--- config.mk ---
export PLATFORM = sky130hd
export DESIGN_NAME = gray_bin_updown_counter
export DESIGN_NICKNAME = d
export VERILOG_FILES = /design/src/rtl/gray_bin_updown_counter.sv
export SDC_FILE = /design/constraint.sdc
export NUM_CORES = 1
export LEC_CHECK = 0
export BUFFER_PORTS_ARGS = -buffer_cell sky130_fd_sc_hd__buf_4
export CAP_MARGIN = 5
export CELL_PAD_IN_SITES_DETAIL_PLACEMENT = 0
export CELL_PAD_IN_SITES_GLOBAL_PLACEMENT = 1
export CORE_UTILIZATION = 35
export DETAILED_ROUTE_END_ITERATION = 12
export PLACE_DENSITY_LB_ADDON = 0.1
export SLEW_MARGIN = 20
export SYNTH_ARGS = -nofsm -noshare
export SYNTH_HDL_FRONTEND = slang
export SYNTH_SLANG_ARGS = --single-unit
--- constraint.sdc ---
create_clock -name i_clk -period 2.85 [get_ports i_clk]
set_clock_uncertainty 0.05 [all_clocks]
set_input_delay 0.285 -clock i_clk [delete_from_list [all_inputs] [get_ports i_clk]]
set_output_delay 0.285 -clock i_clk [all_outputs]
set_load 0.01 [all_outputs]
--- src/rtl/gray_bin_updown_counter.sv ---
// ---------------------------------------------------------------------------
// GrayBinUpdownCounter : gray_bin_updown_counter
//
// Purpose
//   Binary + Gray pointer counter with up/down count, synchronous load and
//   clear, and a wrap or saturate mode. The Gray value moves by exactly one
//   bit per count step, so it can be synchronised into another clock domain
//   (async FIFO pointers, credit counters).
//
// Parameters
//   N         counter width in bits (>= 2)
//   RST_VAL   binary reset/clear value (< 2**N)
//   SATURATE  0: wrap modulo 2**N, 1: hold at 2**N-1 (up) / 0 (down)
//
// Ports
//   i_clk        clock, all state on posedge
//   i_rst        synchronous active-high reset, overrides everything
//   i_clr        synchronous clear to RST_VAL
//   i_ld         load i_ld_val
//   i_ld_val     binary load value
//   i_inc        count up one
//   i_dec        count down one (i_inc & i_dec together = hold)
//   o_b          registered binary count
//   o_g          registered Gray count
//   o_bNext      combinational value o_b takes at the next edge
//   o_gNext      combinational Gray of o_bNext
//   o_at_max     registered, o_b == 2**N-1
//   o_at_min     registered, o_b == 0
//   o_wrapped    registered 1-cycle pulse after a max->0 or 0->max step
//   o_gray_err   Gray integrity checker pulse (0 unless checker built)
//
// Configuration
//   `define GRAY_BIN_COUNTER_GRAY_CHECK_EN builds the Gray integrity
//   checker; without it o_gray_err is tied low.
// ---------------------------------------------------------------------------
module gray_bin_updown_counter #(
    parameter int N        = 4,
    parameter int RST_VAL  = 0,
    parameter bit SATURATE = 1'b0
) (
    input  logic         i_clk,
    input  logic         i_rst,
    input  logic         i_clr,
    input  logic         i_ld,
    input  logic [N-1:0] i_ld_val,
    input  logic         i_inc,
    input  logic         i_dec,
    output logic [N-1:0] o_b,
    output logic [N-1:0] o_g,
    output logic [N-1:0] o_bNext,
    output logic [N-1:0] o_gNext,
    output logic         o_at_max,
    output logic         o_at_min,
    output logic         o_wrapped,
    output logic         o_gray_err
);

    localparam logic [N-1:0] RST_B  = N'(RST_VAL);
    localparam logic [N-1:0] MAX_B  = {N{1'b1}};
    localparam logic [N-1:0] ZERO_B = '0;
    localparam logic [N-1:0] ONE_B  = N'(1);

    function automatic logic [N-1:0] bin2gray(input logic [N-1:0] x);
        return x ^ (x >> 1);
    endfunction

    logic [N-1:0] r_b;
    logic [N-1:0] r_g;
    logic         r_atMax;
    logic         r_atMin;
    logic         r_wrapped;

    logic [N-1:0] w_bNext;
    logic [N-1:0] w_gNext;
    logic         w_wrapNext;
    logic         w_stepUp;
    logic         w_stepDn;

    // Only a lone inc or a lone dec is a step; both together cancel out.
    assign w_stepUp = i_inc & ~i_dec;
    assign w_stepDn = i_dec & ~i_inc;

    // Next-value logic in priority order rst > clr > ld > step. Exposed
    // directly as o_bNext so downstream logic sees the coming value with
    // zero latency; the registers below simply capture it.
    always_comb begin
        w_bNext    = r_b;
        w_wrapNext = 1'b0;
        if (i_rst || i_clr) begin
            w_bNext = RST_B;
        end else if (i_ld) begin
            w_bNext = i_ld_val;
        end else if (w_stepUp) begin
            if (r_b == MAX_B) begin
                if (!SATURATE) begin
                    w_bNext    = ZERO_B;
                    w_wrapNext = 1'b1;
                end
            end else begin
                w_bNext = r_b + ONE_B;
            end
        end else if (w_stepDn) begin
            if (r_b == ZERO_B) begin
                if (!SATURATE) begin
                    w_bNext    = MAX_B;
                    w_wrapNext = 1'b1;
                end
            end else begin
                w_bNext = r_b - ONE_B;
            end
        end
    end

    assign w_gNext = bin2gray(w_bNext);

    // State registers. g is captured from the Gray of the next value rather
    // than re-encoded from b after the flop, so o_g is a clean register
    // output with no combinational glitching toward a synchroniser.
    always_ff @(posedge i_clk) begin
        if (i_rst) begin
            r_b       <= RST_B;
            r_g       <= bin2gray(RST_B);
            r_atMax   <= (RST_B == MAX_B);
            r_atMin   <= (RST_B == ZERO_B);
            r_wrapped <= 1'b0;
        end else begin
            r_b       <= w_bNext;
            r_g       <= w_gNext;
            r_atMax   <= (w_bNext == MAX_B);
            r_atMin   <= (w_bNext == ZERO_B);
            r_wrapped <= w_wrapNext;
        end
    end

    assign o_b       = r_b;
    assign o_g       = r_g;
    assign o_bNext   = w_bNext;
    assign o_gNext   = w_gNext;
    assign o_at_max  = r_atMax;
    assign o_at_min  = r_atMin;
    assign o_wrapped = r_wrapped;

`ifdef GRAY_BIN_COUNTER_GRAY_CHECK_EN
    logic         r_grayErr;
    logic [N-1:0] w_gDiff;
    logic         w_moved;
    logic         w_oneHot;
    logic         w_hopBad;
    logic         w_encBad;

    // A step that actually changes the count must flip exactly one Gray
    // bit; rst/clr/ld jumps and held (saturated or inc&dec) steps are
    // legitimately excluded. x & (x-1) clears the lowest set bit, so it is
    // zero for a nonzero x only when x has a single bit set.
    assign w_gDiff  = w_gNext ^ r_g;
    assign w_moved  = ~i_rst & ~i_clr & ~i_ld & (w_stepUp | w_stepDn) & (w_bNext != r_b);
    assign w_oneHot = (w_gDiff != ZERO_B) && ((w_gDiff & (w_gDiff - ONE_B)) == ZERO_B);
    assign w_hopBad = w_moved & ~w_oneHot;
    assign w_encBad = (r_g != bin2gray(r_b));

    // Error pulse is registered so it lines up with the cycle after the
    // offending step or with the cycle after a corrupted g is observed.
    always_ff @(posedge i_clk) begin
        if (i_rst) begin
            r_grayErr <= 1'b0;
        end else begin
            r_grayErr <= w_hopBad | w_encBad;
        end
    end

    assign o_gray_err = r_grayErr;
`else
    assign o_gray_err = 1'b0;
`endif

endmodule
==> metrics.md <==
| Metric | Value |
|---|---|
| Gr usage total | 15.1% |
| Async SR Flop Fraction | 0% |
| Die ar. | 2260 um^2 |
| Antenna violations before repair | 0 |
| Crit-path max FO | 8 |
| Nets | 129 |
| TritonCTS clock tree | yes |
| Critical Path RT | 2.52 ns |
| Clk buf depth | 2 |
| Core area | 1960 um^2 |
| Crit. End Element | primary output |
| Post-Syn Area | 724 um^2 |
| EDFF count, synth | 0 |
| Drt wl/cell | 10.9 um |
| CTS clk-pin slew, worst paths | 0.07 ns |
| Final Hold Viols | 0 |
| CP Class | reg2out |
| Crit-path cells | ha_1, nand3b_1, and3_4, o31ai_2, nand2_1, ha_1, buf_4 |
| Final setup violation count | 0 |
| Synth cell types | 37 |
| Vias | 669 |
| IO buf count | 28 |
| Post-Synthesis Cells | 84 |
| Clock Latency Late Sink | 0.26 ns |
| Synth warnings | 0 |
| Slowest-stage cell, CP | dfxtp_1 |
| Post-DP HPWL | 1190 um |
| DRT Pass-1 Iters | 4 |
| Global-route wire length before repair | 2400 um |
| Final RePlAce weighted congestion | 0.828 |
| Fin crit period | 2.50 ns |
| Final Core Density | 50.1% |
| Largest net degree at the start of global routing | 12 |
| HP Class | in2reg |
| Critical path's largest stage delay | 0.51 ns |
| Row Count | 16 |
| Final wirelength | 1520 um |
| Max Slew Vio Count | 0 |
| P per Cell Area | 395 nW/um^2 |
| Area taken by multi-input logic gates | 479 um^2 |
| Root Buffer | clkbuf_4 |
| Starting Density | 36.9% |
| Synth Flop Type | dfxtp_1 |
| Unrepaired setup endpoints after global routing | no |
| Setup TNS | 0 ns |
| # clock sinks | 10 |
| Vias in the first global route | 557 |
| Total global routing overflow | 0 |
| CTS resizes | 0 |
| Max-cap violation count | 0 |
| Top Ports | 30 |
| CTS Buf Count | 3 |
| Antenna cells | 0 |
| DRC | 0 |
| Fmax | 399 MHz |
| Cell total after placement | 135 |
| Mapped Nets | 100 |
| Register area share after synthesis | 27.6% |
| Vias per cell | 4.81 |
| Die X | 47.5 um |
| Endpoint arrival time on the critical path | 2.17 ns |
| Tcrit/Tclk final | 87.8% |
| CTS Hold Bufs | 0 |
| FF/Latch Area | 200 um^2 |
| CP startpoint kind | flip-flop |
| Layout Cells excl Fill | 139 |
| Die span in y | 47.5 um |
| Leakage power total | 0.449 nW |
| Fillers | 211 |
| Share of cells above drive strength 1 | 35.7% |
| Layout area overhead | 35.6% |
| Outcome | complete, no violations |
| Post-DRT Antenna Nets | 0 |
| Synth Register Bits | 10 |
| Most used cell, CP | ha_1 |
| Iter 0 DRT Violations | 11 |
| Worst vdd ir | 0.000225 V |
| Syn Area/Cell | 8.62 um^2 |
| H-tree levels | 1 |
| Post-CTS Setup Inserts | 0 |
critical path, delay by kind of cell (launching register included):
family	cells	cell delay [ns]
flops	1	0.51
simple gates	3	0.44
buf+inv	1	0.15
fa+ha+maj	2	0.58
compound gates	1	0.24
sequential cells by signal, indices dropped and copies added, names as in the netlist:
signal / cells
o_g: 3
o_at_max: 1
o_b: 4
o_wrapped: 1
o_at_min: 1
layout by cell type, fill, tap and decap left out, drive strengths merged:
| master | Yosys | final |
|---|---|---|
| nand2b | 3 | 3 |
| o221ai | 1 | 1 |
| nor3b | 1 | 1 |
| or2 | 1 | 1 |
| a31o | 2 | 2 |
| conb | 1 | 1 |
| o31ai | 1 | 1 |
| o311ai | 1 | 1 |
| o41ai | 1 | 1 |
| clkbuf | 2 | 4 |
| and3 | 4 | 4 |
| nand3b | 4 | 4 |
| a21o | 1 | 1 |
| a21boi | 1 | 1 |
| xor2 | 2 | 2 |
| nor3 | 4 | 4 |
| o211a | 1 | 1 |
| nor2 | 3 | 3 |
| nand4 | 1 | 1 |
| nor2b | 2 | 2 |
| buf | 3 | 29 |
| and2 | 3 | 3 |
| a21oi | 3 | 3 |
| a31oi | 1 | 1 |
| nand2 | 5 | 5 |
| inv | 4 | 4 |
| o21ai | 3 | 3 |
| o21a | 2 | 2 |
| nor4 | 1 | 1 |
| ha | 6 | 6 |
| dfxtp | 10 | 10 |
| and2b | 2 | 2 |
| nand3 | 2 | 2 |
| o211ai | 2 | 2 |
synthesized netlist by cell type (all sizes together), types with 2 or more instances:
cell	n	area share, %
a21oi	3	2.6
a31o	2	2.4
and2	3	2.6
and2b	2	2.1
and3	4	4.1
buf	3	3.1
clkbuf	2	1.0
dfxtp	10	28
ha	6	10
inv	4	2.1
nand2	5	2.6
nand2b	3	2.6
nand3	2	1.4
nand3b	4	4.1
nor2	3	1.6
nor2b	2	1.7
nor3	4	2.8
o211ai	2	2.1
o21a	2	2.1
o21ai	3	2.1
xor2	2	2.4
through the flow:
stage	total power, mW	setup slack [ns]	hold slack [ns]	cell area (um^2)
final	0.387	0.347	0.168	982
after global routing	0.411	0.224	0.172	982
after CTS	0.393	0.320	0.163	982
after detailed placement	0.262	0.623	0.453	946
after global placement	0.263	0.647	0.451	946
after floorplan	0.220	0.865	0.307	724
layout make-up:
type	count	share of cell area, %
flip-flops and latches	10	20.4
inverters	4	1.53
repair buffers	29	22.2
well taps	27	3.44
multi-input cells	65	48.8
clock buffers	4	3.69
worst paths after layout:
| kind | endpoint | depth (start not counted) | slack [ns] | start |
|---|---|---|---|---|
| max | o_gNext[2] | 7 | 0.35 | o_b[1] |
| min | o_at_max | 2 | 0.17 | i_rst |
| max reg2reg | o_g[2] | 7 | 0.81 | o_b[1] |
| min reg2reg | o_wrapped | 3 | 0.64 | o_b[2] |
kinds of logic after synthesis:
| logic type | after synthesis | synth area share, % |
|---|---|---|
| AO/OA/AOI/OAI | 20 | 22.8 |
| XOR/XNOR | 2 | 2.42 |
| adder cells (fa/ha/maj) | 6 | 10.4 |
| buffers and inverters | 9 | 6.22 |
| flip-flops | 10 | 27.6 |
| other | 1 | 0.518 |
| AND/OR/NAND/NOR | 36 | 30.1 |
power breakdown:
part           total, mW  switching [mW]  internal, mW
Clock              0.128          0.0508        0.0775
Combinational      0.105          0.0516        0.0533
Sequential         0.154         0.00745         0.147
routing by layer:
metal / track usage, % / share of wire [%]
met3: 2.26 / 3.9
met5: 0 / 0
met2: 23.6 / 44
met1: 20.5 / 52
met4: 6.86 / 0.59
Power figures use the tool's default switching activity.
